### config.mk
export PLATFORM = sky130hd
export DESIGN_NAME = hazard_controller
export DESIGN_NICKNAME = d
export VERILOG_FILES = /design/src/rtl/hazard_controller_pkg.sv /design/src/rtl/hazard_controller_load_use.sv /design/src/rtl/hazard_controller.sv
export SDC_FILE = /design/constraint.sdc
export NUM_CORES = 1
export LEC_CHECK = 0
export CAP_MARGIN = 30
export CORE_UTILIZATION = 45
export DETAILED_ROUTE_END_ITERATION = 8
export PLACE_DENSITY = 0.79
export RECOVER_POWER = 100
export SETUP_SLACK_MARGIN = 0.02
export SYNTH_ARGS = -nofsm -noshare
export SYNTH_HDL_FRONTEND = slang
export SYNTH_SLANG_ARGS = --single-unit
### constraint.sdc
create_clock -name clk_i -period 2.48 [get_ports clk_i]
set_input_delay 0.372 -clock clk_i [delete_from_list [all_inputs] [get_ports clk_i]]
set_output_delay 0.372 -clock clk_i [all_outputs]
set_load 0.1 [all_outputs]
### src/rtl/hazard_controller_pkg.sv
// Shared pipeline constants: hazard FSM state encoding and MDU defaults.
package hazard_controller_pkg;

  localparam int unsigned MDU_LATENCY_DEFAULT = 32;
  localparam int unsigned CNT_W_DEFAULT       = 6;
  localparam int unsigned REG_W               = 5;
  localparam int unsigned STALL_W             = 16;

  typedef enum logic {
    RUN      = 1'b0,
    MDU_WAIT = 1'b1
  } hazState_t;

endpackage

### src/rtl/hazard_controller_load_use.sv
// Load-use compare between the EX-stage load and the ID-stage source registers.
module loadUseDetect
  import hazard_controller_pkg::*;
(
  input  logic             memRead,
  input  logic [REG_W-1:0] exRt,
  input  logic [REG_W-1:0] idRs,
  input  logic [REG_W-1:0] idRt,
  input  logic             usesRt,
  output logic             hazard_c
);

  // A load into $zero never creates a dependency; Rt only matters if it is read.
  assign hazard_c = memRead && (exRt != '0) &&
                    ((exRt == idRs) || (usesRt && (exRt == idRt)));

endmodule

### src/rtl/hazard_controller.sv
// Pipeline hazard controller: branch flush, load-use stall and multi-cycle MDU stall.
module hazard_controller
  import hazard_controller_pkg::*;
#(
  parameter int unsigned MDU_LATENCY = MDU_LATENCY_DEFAULT,
  parameter int unsigned CNT_W       = CNT_W_DEFAULT
) (
  input  logic               clk_i,
  input  logic               rst_i,
  input  logic               IDEX_MemRead,
  input  logic               IDEX_MDUOp,
  input  logic [REG_W-1:0]   IDEX_RegisterRt,
  input  logic [REG_W-1:0]   IFID_RegisterRs,
  input  logic [REG_W-1:0]   IFID_RegisterRt,
  input  logic               IFID_UsesRt,
  input  logic               Branch_Taken,
  output logic               PC_Write,
  output logic               IFID_Write,
  output logic               IDEX_Write,
  output logic               IFID_Flush,
  output logic               IDEX_Flush,
  output logic               IDEX_Bubble,
  output logic               EXMEM_Bubble,
  output logic               MDU_Start,
  output logic               MDU_Busy,
  output logic [STALL_W-1:0] Stall_Count
);

  hazState_t          state;
  hazState_t          nextState;
  logic [CNT_W-1:0]   cnt;
  logic [CNT_W-1:0]   nextCnt;
  logic [STALL_W-1:0] stallCount;
  logic               loadUse;

  loadUseDetect uLoadUse (
    .memRead  (IDEX_MemRead),
    .exRt     (IDEX_RegisterRt),
    .idRs     (IFID_RegisterRs),
    .idRt     (IFID_RegisterRt),
    .usesRt   (IFID_UsesRt),
    .hazard_c (loadUse)
  );

  // Next-state and stage-control decode from state, cnt and current inputs.
  always_comb begin
    PC_Write     = 1'b1;
    IFID_Write   = 1'b1;
    IDEX_Write   = 1'b1;
    IFID_Flush   = 1'b0;
    IDEX_Flush   = 1'b0;
    IDEX_Bubble  = 1'b0;
    EXMEM_Bubble = 1'b0;
    MDU_Start    = 1'b0;
    MDU_Busy     = 1'b0;
    nextState    = state;
    nextCnt      = cnt;

    if (rst_i) begin
      PC_Write     = 1'b0;
      IFID_Write   = 1'b0;
      IDEX_Write   = 1'b0;
      IFID_Flush   = 1'b1;
      IDEX_Flush   = 1'b1;
      IDEX_Bubble  = 1'b1;
      EXMEM_Bubble = 1'b1;
      nextState    = RUN;
      nextCnt      = '0;
    end else begin
      case (state)
        RUN: begin
          if (Branch_Taken) begin
            // Wrong-path instructions are squashed, so their hazards are moot.
            IFID_Flush = 1'b1;
            IDEX_Flush = 1'b1;
          end else if (IDEX_MDUOp) begin
            MDU_Start    = 1'b1;
            PC_Write     = 1'b0;
            IFID_Write   = 1'b0;
            IDEX_Write   = 1'b0;
            EXMEM_Bubble = 1'b1;
            nextState    = MDU_WAIT;
            nextCnt      = CNT_W'(MDU_LATENCY - 1);
          end else if (loadUse) begin
            PC_Write    = 1'b0;
            IFID_Write  = 1'b0;
            IDEX_Bubble = 1'b1;
          end
        end
        MDU_WAIT: begin
          MDU_Busy = 1'b1;
          if (cnt > CNT_W'(1)) begin
            PC_Write     = 1'b0;
            IFID_Write   = 1'b0;
            IDEX_Write   = 1'b0;
            EXMEM_Bubble = 1'b1;
            nextCnt      = cnt - CNT_W'(1);
          end else begin
            // Last cycle: let the MDU result advance into MEM.
            nextState = RUN;
            nextCnt   = '0;
          end
        end
        default: begin
          nextState = RUN;
          nextCnt   = '0;
        end
      endcase
    end
  end

  // State, MDU counter and saturating stall counter registers.
  always_ff @(posedge clk_i) begin
    if (rst_i) begin
      state      <= RUN;
      cnt        <= '0;
      stallCount <= '0;
    end else begin
      state <= nextState;
      cnt   <= nextCnt;
      if (!PC_Write && (stallCount != '1)) begin
        stallCount <= stallCount + STALL_W'(1);
      end
    end
  end

  assign Stall_Count = stallCount;

endmodule

# ---- After elaboration in Yosys (flattened, before gate mapping)
# Cells that the tools add are included.
dict set report totals {
  register_bits 23
  in_bits 21
}
dict set report classes {
  addsub 2
  order_cmp 1
  eq_ne 5
  mux 31
  bitwise_logic 1
  n_reduce_logical 8
}
# op n
set op_table {}
lappend op_table {{1-bit 2-to-1 mux} 24}
lappend op_table {{6-bit 2-to-1 mux} 3}
lappend op_table {{16-bit by 1-bit adder with 16-bit output (second input constant)} 1}
lappend op_table {{16-bit inequality test (second input constant)} 1}
lappend op_table {{6-bit one-hot mux with 2 select lines} 1}
lappend op_table {{5-bit equality test} 2}
lappend op_table {{6-bit by 1-bit > comparator with 1-bit output (second input constant)} 1}
lappend op_table {{1-bit one-hot mux with 2 select lines} 3}
lappend op_table {{6-bit by 1-bit subtractor with 6-bit output (second input constant)} 1}
lappend op_table {{5-bit nonzero test} 1}
lappend op_table {{1-bit logical AND} 4}
lappend op_table {{2-bit inequality test (second input constant)} 2}
lappend op_table {{2-bit AND reduction} 1}
lappend op_table {{1-bit zero test} 1}
lappend op_table {{1-bit logical OR} 1}
lappend op_table {{1-bit NOT} 1}

# ---- Longest topological paths before layout
# Gate-level depths: netlist (run 1).
dict set report depth {
  word_depth 11
  mapped_depth 11
  mapped_depth_nobuf 9
}

# ---- Cells and area by module
# A second synthesis (run 1) with hierarchy kept.
dict set report unflattened {
  hier_cells 169
  area_unflattened_um2 1407.6
}
# module instances cells_per_inst area_each_um2 seq_area_each_um2
set by_module_without_submodules {}
lappend by_module_without_submodules {hazard_controller 1 152 1275.0 460.4}
lappend by_module_without_submodules {loadUseDetect 1 17 132.6 0.0}

# ---- Worst setup path after synthesis (run 1)
# Ideal clock, no wire load.
dict set report synth_timing {
  kind {reg2out}
  from {reg cnt[2]}
  to {out PC_Write}
  arrival_ns 2.621
  path_slack_ns -0.513
  stages_incl_launch_ff 6
  path_buffers 1
  path_cell_list {dfxtp_1 -> or4_4 -> o21ai_2 -> and2_4 -> and2_1 -> buf_4}
}
dict set report synth_between {
  elab_chain_len 4
}
# element line_no
set synth_lines {}
lappend synth_lines {{start: declaration} hazard_controller.sv:31} ;# logic [CNT_W-1:0] cnt;
lappend synth_lines {{start signal: assignment} hazard_controller.sv:120} ;# cnt <= nextCnt;
lappend synth_lines {{6-bit by 1-bit > comparator with 1-bit output} hazard_controller.sv:92} ;# if (cnt > CNT_W'(1)) begin
lappend synth_lines {{1-bit 2-to-1 mux} -}
lappend synth_lines {{1-bit one-hot mux with 2 select lines} -}
lappend synth_lines {{1-bit 2-to-1 mux} -}
lappend synth_lines {{end: declaration} hazard_controller.sv:17} ;# output logic PC_Write,
# Every way passes these cells.

# ---- Worst setup path after layout (run 1)
dict set report layout_timing {
  from {in IDEX_RegisterRt[4]}
  to {reg stallCount[6] (netlist: Stall_Count[6])}
}
dict set report layout_between {
  elab_chain_len 11
  elab_cells_between_ends 14
  cone_classes {2 x eq/ne; 5 x mux; 7 x reduce/logical}
}
# element line_no
set layout_lines {}
lappend layout_lines {{start: declaration} hazard_controller.sv:12} ;# input logic [REG_W-1:0] IDEX_RegisterRt,
lappend layout_lines {{5-bit equality test} hazard_controller_load_use.sv:15} ;# ((exRt == idRs) || (usesRt && (exRt == idRt)));
lappend layout_lines {{1-bit logical AND} hazard_controller_load_use.sv:15}
lappend layout_lines {{1-bit logical OR} hazard_controller_load_use.sv:15}
lappend layout_lines {{1-bit logical AND *} hazard_controller_load_use.sv:14} ;# assign hazard_c = memRead && (exRt != '0) &&
lappend layout_lines {{1-bit 2-to-1 mux *} hazard_controller.sv:84} ;# end else if (loadUse) begin
lappend layout_lines {{1-bit 2-to-1 mux *} hazard_controller.sv:76} ;# end else if (IDEX_MDUOp) begin
lappend layout_lines {{1-bit 2-to-1 mux *} hazard_controller.sv:72} ;# if (Branch_Taken) begin
lappend layout_lines {{1-bit one-hot mux with 2 select lines *} hazard_controller.sv:70} ;# case (state)
lappend layout_lines {{1-bit 2-to-1 mux *} hazard_controller.sv:59} ;# if (rst_i) begin
lappend layout_lines {{1-bit zero test *} hazard_controller.sv:121} ;# if (!PC_Write && (stallCount != '1)) begin
lappend layout_lines {{1-bit logical AND *} hazard_controller.sv:121}
lappend layout_lines {{end signal: assignment} hazard_controller.sv:122} ;# stallCount <= stallCount + STALL_W'(1);
lappend layout_lines {{end: declaration} hazard_controller.sv:33} ;# logic [STALL_W-1:0] stallCount;
# Every way passes the cells marked *; elsewhere a longest branch is shown, timed or not.
# A chain may end at the register's enable or synchronous reset.

==> results of run 1 <==
cell type report:
class | instances | area, um2 | share of cell area (%)
multi-input combinational | 127 | 817.0 | 43.59
timing repair buffer | 57 | 500.5 | 26.70
sequential | 23 | 465.4 | 24.83
tap | 31 | 38.79 | 2.069
clock buffer | 4 | 26.28 | 1.402
inverter | 7 | 26.28 | 1.402
worst max-delay path by stage:
stage / startpoint / end / slack, ps / cells past startpoint
4_1_cts: IDEX_RegisterRt[0] / IFID_Write / 30 / 6
6_report: IDEX_RegisterRt[4] / Stall_Count[6] / 40 / 11
5_1_grt: IDEX_RegisterRt[4] / Stall_Count[5] / -40 / 11
3_5_place_dp: IDEX_RegisterRt[2] / IFID_Write / -20 / 6
2_1_floorplan: cnt[2] / PC_Write / -190 / 5
3_3_place_gp: IDEX_RegisterRt[2] / IFID_Write / 50 / 6
sequential cells by signal, summed over array words and instances, names as in the netlist:
register / count
cnt: 6
Stall_Count: 16
state: 1
logic make-up (layout without fill, tap and decap cells):
group,Yosys count,count (layout),synth area share [%]
compound gates,47,47,22.55
xor+xnor,12,12,7.828
simple gates,64,64,25.82
buf+inv,15,68,5.963
flops,23,23,34.30
fa+ha+maj,3,3,2.796
mux,1,1,0.7456
worst max-delay path: stages:
cell	delay (ps)
clkdlybuf4s50_1	480
or4_4	430
o211ai_1	230
buf_4	150
buf_4	90
buf_4	90
a31oi_2	30
a22oi_2	320
buf_4	210
nor4_1	50
o21ba_1	180
layout by cell type, fill, tap and decap left out, types with 2 or more instances in the layout:
master / count
a21oi_1: 14
and2_4: 2
buf_12: 7
buf_4: 10
clkbuf_1: 18
clkbuf_2: 2
clkbuf_4: 4
clkdlybuf4s50_1: 17
dfxtp_1: 19
dfxtp_2: 4
dlymetal6s2s_1: 2
ha_1: 3
inv_1: 6
nand2_1: 9
nand2b_1: 2
nand3_1: 8
nand4_1: 6
nor2_1: 14
nor3_1: 2
nor4_1: 2
o211ai_1: 3
o21ai_0: 5
o21ai_1: 9
o22ai_1: 2
o31ai_1: 3
or3_1: 9
or4_1: 3
or4_4: 2
xnor2_1: 10
xor2_1: 2
power groups by stage:
stage | Clock (W) | Combinational [W] | Sequential, W
4_1_cts | 0.000175 | 0.000433 | 0.000419
2_1_floorplan | 0 | 0.000234 | 0.000470
3_3_place_gp | 0 | 0.000415 | 0.000424
6_report | 0.000176 | 0.000418 | 0.000420
5_1_grt | 0.000192 | 0.000438 | 0.000424
3_5_place_dp | 0 | 0.000425 | 0.000427
metrics by stage:
| stage | setup TNS [ps] | power [W] | area, um2 |
|---|---|---|---|
| CTS | 0 | 0.001027 | 1967 |
| floorplan | -216.2 | 0.0007045 | 1353 |
| global placement | 0 | 0.0008389 | 1918 |
| finish | 0 | 0.001014 | 1874 |
| detailed placement | -39.63 | 0.0008524 | 1918 |
| global route | -231.1 | 0.001054 | 1874 |
what timing repair did:
item / in CTS / in global routing
pin swaps: 1 / 3
endpoints found under the setup margin: 2 / 3
hold buffers: 0 / 0
buffers inserted: 2 / 1
resized for setup: 3 / 4
metal layers:
layer,GRT usage (%),up-vias,wire (um)
met5,0,-,0
met4,7.666,0,46
met3,5.991,6,199
met2,41.51,57,2016
met1,27.75,695,1600
li1,-,707,-
==> impl_metrics.env, run 1 <==
export IMPL_drt_pass1_iterations=4
export IMPL_grt_max_degree=24
export IMPL_crit_required_ps=2700
export IMPL_syn_area_per_cell_um2=8.137
export IMPL_rrSetupSlack_ps=220
export IMPL_max_freq_mhz=410.0
export IMPL_whs_ps=512.9
export IMPL_fin_ws_ps=40.94
export IMPL_rsz0062_at_grt="true"
export IMPL_nNetsFinal=243
export IMPL_place_ws_ps=-19.97
export IMPL_grt_pass1_vias=1409
export IMPL_num_rows=19
export IMPL_peakVddDrop_mv=0.5615
export IMPL_syn2layout_area_growth_pct=39.61
export IMPL_hold_depth=2
export IMPL_ys_warn_count=0
export IMPL_synth_seq_cells=23
export IMPL_grt_ovfl_total=0
export IMPL_track_usage_pct=23.61
export IMPL_slew_headroom_pct=21.33
export IMPL_cts_path_max_buffers=2
export IMPL_wirelength_um=3863
export IMPL_r2r_start="Stall_Count[0]"
export IMPL_portBuffers=45
export IMPL_clock_sinks=23
export IMPL_antennaDiodeCount=0
export IMPL_power_leakage_nw=0.7078
export IMPL_dp_hpwl_um=2877
export IMPL_power_density_mw_per_mm2=540.9
export IMPL_path_clk_slew_ps=120
export IMPL_core_mm2=0.002781
export IMPL_p_seq_share_pct=41.4
export IMPL_swShare_pct=39.43
export IMPL_postRouteAntennaNets=0
export IMPL_cap_viol_max_count=0
export IMPL_post_route_period_util_pct=98.35
export IMPL_status="complete, no violations"
export IMPL_die_w_um=56.62
export IMPL_ys_seq_area_share_pct=34.30
export IMPL_startpoint_type="input port"
export IMPL_initial_core_util_pct=48.27
export IMPL_cts_made_buffers=3
export IMPL_antenna_found_initial=0
export IMPL_cts_tree="yes"
export IMPL_final_core_util_pct=67.39
export IMPL_holdCritStartpoint="Stall_Count[14]"
export IMPL_post_route_min_period_ps=2439
export IMPL_arrival_ps=2660
export IMPL_yosysMostFrequentCell="dfxtp_1"
export IMPL_end_kind="flip-flop"
export IMPL_netlist_top_cells_area="dfxtp_1, xnor2_1, a21oi_1, or3_1, nor2_1"
export IMPL_ys_types=44
export IMPL_synth_top_area_share_pct=34.30
export IMPL_n_fill_cell=264
export IMPL_synth_main_ff_cell="dfxtp_1"
export IMPL_min_path_type="flip-flop to flip-flop"
export IMPL_syn_num_nets=189
export IMPL_crit_type="input port to flip-flop"
export IMPL_hold_viol=0
export IMPL_grt_pass1_wl_um=6016
export IMPL_io_pins=46
export IMPL_netSwitchingPower_w=0.0003997
export IMPL_combPwrFrac_pct=41.3
export IMPL_routedWlPerCell_um=15.51
export IMPL_clock_skew_ps=2.536
export IMPL_place_inst=242
export IMPL_whs_endpoint="Stall_Count[14]"
export IMPL_synth_cells=165
export IMPL_drc=0
export IMPL_netlist_area_mm2=0.001343
export IMPL_drt_iter0_drc=73
export IMPL_gp_congestion=0.8559
export IMPL_worstPathMaxFanout=7
export IMPL_tightest_slew_ps=1185
export IMPL_avgViaCountPerCell=5.884
export IMPL_dr_total_vias=1465
export IMPL_synthTopCellsByCount="dfxtp_1, a21oi_1, nor2_1"
export IMPL_p_clk_share_pct=17.3
export IMPL_cts_root_buf="clkbuf_4"
export IMPL_synth_largest_area_cell="dfxtp_1"
export IMPL_htree_levels=1
export IMPL_reg2reg_to="Stall_Count[6]"
export IMPL_synth_edf_count=0
export IMPL_setup_viol=0
export IMPL_drive_above_1_share_pct=17.89
export IMPL_maxSlewViolCount=0
export IMPL_rr_worst_depth=8
export IMPL_async_flop_share_pct=0
export IMPL_internal_power_w=0.0006140
export IMPL_dieArea_mm2=0.003206
export IMPL_clk_latency_ps=310
export IMPL_die_h_um=56.62
export IMPL_final_cell_count_no_fill=249
No activity file was read; power rests on OpenSTA's default activity.
==> run 2: changes to the inputs <==
SLEW_MARGIN = 20   (was not set)
==> results of run 2 <==
No change in the layout: final DEF, timing and power equal those of run 1.
==> run 3: changes to the inputs <==
GPL_TIMING_DRIVEN = 0   (was not set)
==> impl_metrics.env, run 3 (synthesized netlist as in run 1, its figures left out) <==
export IMPL_postRouteAntennaNets=0
export IMPL_initial_core_util_pct=48.27
export IMPL_place_inst=241
export IMPL_cts_hold_fix_buffers=0
export IMPL_clock_skew_ps=11.15
export IMPL_core_mm2=0.002781
export IMPL_cts_root_buf="clkbuf_4"
export IMPL_fin_ws_ps=45.59
export IMPL_nNetsFinal=248
export IMPL_die_h_um=56.62
export IMPL_layout_common_cells="clkdlybuf4s50_1, dfxtp_1, a21oi_1"
export IMPL_crit_path_end="Stall_Count[7]"
export IMPL_cp_top_family="buffers and inverters"
export IMPL_max_stage_delay_ps=490
export IMPL_gp_congestion=0.7769
export IMPL_min_path_type="input port to flip-flop"
export IMPL_grt_ovfl_total=0
export IMPL_drc=0
export IMPL_routedWlPerCell_um=14.98
export IMPL_grt_pass1_wl_um=5809
export IMPL_post_route_min_period_ps=2434
export IMPL_cts_made_buffers=3
export IMPL_design_area_mm2=0.001989
export IMPL_crit_required_ps=2740
export IMPL_slowest_stage="or4_1"
export IMPL_antennaDiodeCount=0
export IMPL_dieArea_mm2=0.003206
export IMPL_dp_hpwl_um=2665
export IMPL_power_leakage_nw=0.7979
export IMPL_status="complete, no violations"
export IMPL_grt_pass1_vias=1290
export IMPL_htree_levels=1
export IMPL_wirelength_um=3806
export IMPL_die_w_um=56.62
export IMPL_grt_max_degree=15
export IMPL_final_core_util_pct=71.53
export IMPL_drive_above_1_share_pct=23.32
export IMPL_path_clk_slew_ps=150
export IMPL_worstPathMaxFanout=5
export IMPL_crit_type="input port to flip-flop"
export IMPL_arrival_ps=2700
export IMPL_final_cell_count_no_fill=254
export IMPL_dr_total_vias=1466
export IMPL_reg2reg_to="Stall_Count[13]"
export IMPL_startpoint_type="input port"
export IMPL_regArea_um2=467.9
export IMPL_syn2layout_area_growth_pct=48.18
export IMPL_cts_path_max_buffers=2
export IMPL_cp_num_buf_inv=8
export IMPL_final_common_cell="clkdlybuf4s50_1"
export IMPL_cts_tree="yes"
export IMPL_end_kind="flip-flop"
export IMPL_num_rows=19
export IMPL_io_pins=46
export IMPL_drt_pass1_iterations=4
export IMPL_max_freq_mhz=410.8
export IMPL_hold_viol=0
export IMPL_total_power_w=0.001033
export IMPL_slew_headroom_pct=34.24
export IMPL_cap_viol_max_count=0
export IMPL_place_ws_ps=-1043
export IMPL_clk_latency_ps=330
export IMPL_drt_iter0_drc=110
export IMPL_cp_num_cells=14
export IMPL_place_area_mm2=0.001842
export IMPL_clock_sinks=23
export IMPL_antenna_found_initial=0
export IMPL_rr_worst_depth=12
export IMPL_post_route_period_util_pct=98.16
export IMPL_worstPathCellList="clkdlybuf4s15_1 -> or4_1 -> o211ai_1 -> buf_4 -> buf_4 -> buf_4 -> buf_4 -> buf_4 -> a31oi_4 -> a22oi_4 -> buf_6 -> clkbuf_16 -> o21ai_1 -> a21oi_1"
export IMPL_rrSetupSlack_ps=130
export IMPL_multi_input_area_um2=860.8
export IMPL_largest_reg_flops=16
export IMPL_avgViaCountPerCell=5.772
export IMPL_critPathLaunch="IDEX_RegisterRt[2]"
export IMPL_peakVddDrop_mv=0.5211
export IMPL_track_usage_pct=22.81
export IMPL_setup_viol=0
export IMPL_maxSlewViolCount=0
export IMPL_portBuffers=45
export IMPL_path_common_cell="buf_4"
export IMPL_n_fill_cell=241
export IMPL_power_density_mw_per_mm2=519.4
export IMPL_r2r_start="state"
export IMPL_tightest_slew_ps=983.2
run 3: metrics by stage:
stage	TNS (ps)	hold slack (ps)
6_report	0	510.2
5_1_grt	-57.86	542.0
4_1_cts	0	515.0
3_5_place_dp	-5794	495.8
3_3_place_gp	-5769	478.3
2_1_floorplan	-216.2	480.9
run 3: worst min-delay path by stage:
stage                    start  depth (start not counted)  slack, ps              end
4_1_cts        Stall_Count[14]                          2        520  Stall_Count[14]
6_report          Branch_Taken                          4        510            state
2_1_floorplan           cnt[1]                          2        480           cnt[1]
3_3_place_gp   Stall_Count[14]                          2        480  Stall_Count[14]
3_5_place_dp    Stall_Count[2]                          2        500   Stall_Count[2]
5_1_grt         Stall_Count[2]                          2        540   Stall_Count[2]
run 3: routing by layer:
metal	wire (um)	up-vias	GRT usage [%]
met5	0	-	0
met4	34	0	6.969
met3	164	4	2.765
met2	1958	54	39.66
met1	1649	694	29.29
li1	-	714	-
run 3: layout make-up:
cell class | count | share of cell area, %
Multi-Input combinational cell | 127 | 43.27
Timing Repair Buffer | 54 | 25.53
Sequential cell | 23 | 23.52
Buffer | 8 | 2.893
Tap cell | 31 | 1.950
Inverter | 7 | 1.321
Clock buffer | 3 | 1.132
Clock inverter | 1 | 0.3774
run 3: where the power goes:
group	internal, W	switching (W)	total (W)
Combinational	0.000155	0.000264	0.000420
Sequential	0.000395	0.0000259	0.000421
Clock	0.0000618	0.000131	0.000193
Total	0.000612	0.000421	0.00103
run 3: worst reg2reg max path: cells and delay by family (launching register included):
| kind | cells | cell delay [ps] |
|---|---|---|
| buffers and inverters | 6 | 810 |
| flip-flops | 1 | 390 |
| AND/OR/NAND/NOR | 2 | 580 |
| AO/OA/AOI/OAI | 4 | 540 |
run 3: repair_timing:
| item | 4_1_cts | 5_1_grt |
|---|---|---|
| setup endpoints to repair | 9 | 20 |
| resized for setup | 56 | 21 |
| buffers inserted | 5 | 2 |
| cloned | 0 | 2 |
| pin swaps | 1 | 5 |
